<file path="config.mk">
export PLATFORM = sky130hd
export DESIGN_NAME = mdio_master
export DESIGN_NICKNAME = d
export VERILOG_FILES = /design/src/rtl/mdio_master.sv
export SDC_FILE = /design/constraint.sdc
export NUM_CORES = 1
export LEC_CHECK = 0
export ABC_CLOCK_PERIOD_IN_PS = 1730
export CORE_MARGIN = 2
export CORE_UTILIZATION = 35
export DETAILED_ROUTE_END_ITERATION = 12
export GPL_TIMING_DRIVEN = 0
export PLACE_DENSITY = 0.69
export SLEW_MARGIN = 20
export SYNTH_ARGS = -nofsm -noshare
export SYNTH_HDL_FRONTEND = slang
export SYNTH_SLANG_ARGS = --single-unit
export TNS_END_PERCENT = 100
</file>
<file path="constraint.sdc">
create_clock -name clock -period 1.73 [get_ports clock]
set_input_delay 0.173 -clock clock [delete_from_list [all_inputs] [get_ports clock]]
set_output_delay 0.173 -clock clock [all_outputs]
set_load 0.03 [all_outputs]
</file>
<file path="src/rtl/mdio_master.sv">
// rtl/mdio_master.sv - IEEE 802.3 clause-22 MDIO management master
module mdio_master #(
    parameter int CLK_DIV     = 20,
    parameter bit PREAMBLE_EN = 1'b1
) (
    input  logic        clock,
    input  logic        reset,
    input  logic        cmd_valid,
    output logic        cmd_ready,
    input  logic        cmd_write,
    input  logic [4:0]  cmd_phy_addr,
    input  logic [4:0]  cmd_reg_addr,
    input  logic [15:0] cmd_wdata,
    output logic        rsp_valid,
    input  logic        rsp_ready,
    output logic [15:0] rsp_rdata,
    output logic        rsp_err,
    output logic        busy,
    output logic        mdc,
    output logic        mdo,
    output logic        mdoEn,
    input  logic        mdi
);

    typedef enum logic [1:0] {IDLE, SHIFT, DONE} state_t;

    localparam logic [9:0] DIV_LAST  = 10'(CLK_DIV - 1);
    localparam logic [5:0] FIRST_BIT = PREAMBLE_EN ? 6'd0 : 6'd32;

    state_t      state, state_nxt;
    logic [63:0] frame;
    logic        is_write;
    logic [5:0]  bit_idx;
    logic [9:0]  div_cnt;
    logic        mdc_q;
    logic [15:0] rdata;
    logic        err_q;
    logic        mdi_meta, mdi_sync;
    logic        accept, tick, mdc_rise, mdc_fall;

    assign accept   = cmd_valid && cmd_ready;
    assign tick     = (state == SHIFT) && (div_cnt == DIV_LAST);
    assign mdc_rise = tick && !mdc_q;
    assign mdc_fall = tick && mdc_q;

    assign cmd_ready = (state == IDLE);
    assign busy      = (state != IDLE);
    assign rsp_valid = (state == DONE);
    assign rsp_rdata = rdata;
    assign rsp_err   = err_q;
    assign mdc       = mdc_q;

    // Output enable is decoded from state so an async reset releases the pad at once.
    assign mdoEn = (state == SHIFT) && ((bit_idx < 6'd46) || is_write);
    assign mdo   = mdoEn && frame[6'd63 - bit_idx];

    always_ff @(posedge clock or negedge reset) begin
        if (!reset) begin
            state <= IDLE;
        end else begin
            state <= state_nxt;
        end
    end

    always_comb begin
        state_nxt = state;
        case (state)
            IDLE:    if (accept) state_nxt = SHIFT;
            SHIFT:   if (mdc_fall && (bit_idx == 6'd63)) state_nxt = DONE;
            DONE:    if (rsp_ready) state_nxt = IDLE;
            default: state_nxt = IDLE;
        endcase
    end

    always_ff @(posedge clock or negedge reset) begin
        if (!reset) begin
            mdi_meta <= 1'b0;
            mdi_sync <= 1'b0;
            frame    <= '0;
            is_write <= 1'b0;
            bit_idx  <= '0;
            div_cnt  <= '0;
            mdc_q    <= 1'b0;
            rdata    <= '0;
            err_q    <= 1'b0;
        end else begin
            mdi_meta <= mdi;
            mdi_sync <= mdi_meta;
            if (accept) begin
                frame    <= {32'hFFFF_FFFF, 2'b01, cmd_write ? 2'b01 : 2'b10,
                             cmd_phy_addr, cmd_reg_addr, cmd_write ? 2'b10 : 2'b00,
                             cmd_write ? cmd_wdata : 16'h0000};
                is_write <= cmd_write;
                bit_idx  <= FIRST_BIT;
                div_cnt  <= '0;
                mdc_q    <= 1'b0;
                rdata    <= '0;
                err_q    <= 1'b0;
            end else if (state == SHIFT) begin
                if (tick) begin
                    div_cnt <= '0;
                    mdc_q   <= !mdc_q;
                end else begin
                    div_cnt <= div_cnt + 10'd1;
                end
                // PHY launches read data after a rising edge, so sample on the next rise.
                if (mdc_rise && !is_write) begin
                    if (bit_idx == 6'd47) begin
                        err_q <= mdi_sync;
                    end else if (bit_idx >= 6'd48) begin
                        rdata <= {rdata[14:0], mdi_sync};
                    end
                end
                if (mdc_fall && (bit_idx != 6'd63)) begin
                    bit_idx <= bit_idx + 6'd1;
                end
            end
        end
    end

endmodule
</file>
==> impl_metrics.yaml <==
status:
  run_status: "complete, but fails checks"
  failed_checks: "setup timing"
hold_path:
  hold_path_class: "input port to flip-flop"
  hold_path_startpoint: "cmd_write"
worst_setup_path:
  arrival_ns: 2.04
  critical_path.startpoint_type: "flip-flop"
  endpoint_kind: "primary output"
  critPathMaxFanout: 6
  worst_ep_required_time_ns: 1.56
  setup.worst_path.class: "flip-flop to primary output"
  reg2reg_launch_point: "state[1]"
  cp_startpoint: "bit_idx[0]"
synth:
  synth_top_cell_by_area: "dfrtp_1"
  yosys_register_bits: 67
  yosysWarnings: 0
  synth.lib_cells_used.distinct: 48
  synth_top_area_share: 0.516
  cell_count_after_synthesis: 331
  yosysSeqAreaShare: 0.516
  async_reset_ff_frac: 1.00
  synth_edf_count: 0
  yosys.cell_count.top_type: "nand2_1"
  avgSynthCellArea_um2: 9.82
  post_synth_most_frequent_cells: "68 x nand2_1, 67 x dfrtp_1, 24 x nor2_1"
  synth_area_um2: 3250
  syn_nets: 365
  ys.flop_type: "dfrtp_1"
  synth.area.top_cells: "dfrtp_1 52%, nand2_1 7.9%, mux2i_1 6.8%, nand3_1 3.5%, mux4_2 2.8%"
final_layout:
  insertedDiodeCount: 0
  post-route-util: 0.496
  fillers: 853
  finish.instance_area_um2: 4520
  final_net_count: 453
  ratio_of_cells_with_drive_above_1_in_the_final_layout: 0.203
  areaGrowthSynthToFinish_pct: 39.0
timing:
  timing.final.max_slew_violations: 0
  number_of_hold_violations_in_the_final_report: 0
  worst_clock_skew_ns: 0.0120
  fmax_mhz: 452
  slew-limit-headroom: 0.694
  layout_setup_ws_ns: -0.481
  min_period_over_period: 1.28
  hold_ws_ns: 0.186
  fin_setup_tns_ns: -0.561
  period_needed_ns: 2.21
  report.final.setup_viol: 2
  grt_setup_unrepaired: "yes"
  worst_slew_pin_slew_ns: 0.459
clock_tree:
  tritoncts_clock_tree: "done"
  cts_root_buffer_type: "clkbuf_8"
  clock_latency_ns: 0.35
  ctsHtreeMaxLevel: 3
  cts_max_path_buffers: 2
  clk_pin_slew_ns: 0.08
  numCtsBuffers: 9
  cts.sink_count: 67
routing:
  vias: 2696
  drt_first_pass_iters: 4
  drc: 0
  routedWlPerCell_um: 14.5
  antenna_violating_nets_post_route: 0
  met3RoutedLength_um: 314
  final_routed_wirelength_mm: 7.75
  dr.first_iter.drc_count: 178
  routed-wl-met2_mm: 3.80
  route.top_layer_used: "met4"
  route.layer.met1.wl_mm: 3.50
  via_per_inst: 5.05
power:
  power_per_cell_area_nw_per_um2: 1370
  p_total_mw: 6.20
  cellLeakagePower_nw: 2.16
  worst_ir_drop_vdd_mv: 0.476
grt:
  grt_antenna_before_repair: 0
  globalRouteOverflowTotal: 0
  gr-usage-all-layers: 0.164
  grt_max_degree: 35
  number_of_global_route_vias_before_repair: 2679
  grt_pass1_wl_mm: 13.0
die:
  die-width_um: 100
  floorplan.core_area_um2: 9110
  die_height_um: 100
  number_of_top_level_pins: 55
  floorplan.die_area_um2: 10100
  fp-row-count: 35
  initial_utilization: 0.357
placed_design:
  place_hpwl_mm: 5.32
  place_congestion: 0.861
  placement.io_buffers: 53
  placed_area_um2: 3980
run:
  drv.max_cap_violation_count: 0
-- final timing paths --
kind	slack (ns)	end	cells past startpoint
worst max-delay path	-0.48	mdo	6
worst min-delay path	0.19	frame[0]	3
worst max register to register	0.05	bit_idx[0]	5
worst min register to register	0.36	mdi_sync	0
max in group asynchronous	0.87	mdc	3
min in group asynchronous	0.31	frame[23]	2
-- cells by family after synthesis --
kind of cell / after synthesis / synth area share
adders and majority gates: 2 / 0.00770
buffers and inverters: 29 / 0.0350
xor gates and xnor gates: 5 / 0.0135
AOI/OAI and AO/OA: 42 / 0.0874
DFF: 67 / 0.516
muxes: 28 / 0.102
and+or+nand+nor: 158 / 0.238
-- state kept, by name, indices dropped and copies added, names as in the netlist --
register	cells
bit_idx	6
div_cnt	10
frame	29
mdc	1
mdi_meta	1
mdi_sync	1
rsp_err	1
rsp_rdata	16
state	2
-- final cells by class --
type | instances | area, um^2 | area share
Buffer | 18 | 119 | 0.0263
Sequential cell | 67 | 1680 | 0.372
Tap cell | 111 | 139 | 0.0308
Multi-Input combinational cell | 235 | 1580 | 0.350
Clock buffer | 9 | 124 | 0.0274
Timing Repair Buffer | 80 | 756 | 0.167
Inverter | 8 | 30.0 | 0.00665
Clock inverter | 6 | 90.1 | 0.0200
-- through the flow --
| step | std cells | setup WS, ns |
|---|---|---|
| after global routing | 534 | -0.578 |
| after detailed placement | 496 | -0.799 |
| after floorplan | 331 | -0.0552 |
| final | 534 | -0.481 |
| after CTS | 522 | -0.509 |
| after global placement | 495 | -2.03 |
-- critical path, stage by stage (launching register included) --
cell and delay, ns:
dfrtp_1 0.36, buf_6 0.14, mux4_2 0.51, mux2_4 0.28
nand4_1 0.10, a41oi_2 0.13, buf_6 0.17
-- layer usage --
metal / vias to the layer above / global-route usage
met2: 61 / 0.265
met4: 0 / 0.0685
met3: 13 / 0.0390
li1: 1334 / -
met1: 1288 / 0.213
met5: - / 0
-- what timing repair did --
item	CTS	global route
endpoints found under the setup margin	64	41
endpoints found under the hold margin	33	0
setup buffers	13	12
gates resized for setup	35	25
pin swaps	5	9
hold buffers	1	0
-- report_power, final --
group | total (mW) | switching (mW) | internal [mW] | leakage (nW)
combinational | 2.52 | 1.26 | 1.27 | 1.22
clock | 1.43 | 0.622 | 0.808 | 0.106
sequential | 2.25 | 0.342 | 1.91 | 0.830
total | 6.20 | 2.22 | 3.98 | 2.16
-- layout by cell type, fill, tap and decap left out, types with 3 or more instances in the layout --
master | Yosys | layout
a21oi_1 | 6 | 4
a31oi_1 | 5 | 5
and3_1 | 4 | 3
buf_4 | 0 | 25
buf_6 | 0 | 5
clkbuf_1 | 17 | 5
clkbuf_2 | 0 | 6
clkbuf_8 | 0 | 10
clkdlybuf4s50_1 | 0 | 47
dfrtp_1 | 67 | 65
dlygate4sd2_1 | 0 | 3
inv_1 | 8 | 8
mux2i_1 | 22 | 22
mux4_2 | 4 | 4
nand2_1 | 68 | 68
nand2b_1 | 6 | 6
nand3_1 | 23 | 23
nand3b_1 | 3 | 3
nand4_1 | 8 | 8
nor2_1 | 24 | 23
nor3_1 | 5 | 5
o21ai_0 | 11 | 8
xor2_1 | 3 | 3
(Power assumes the default switching activity.)
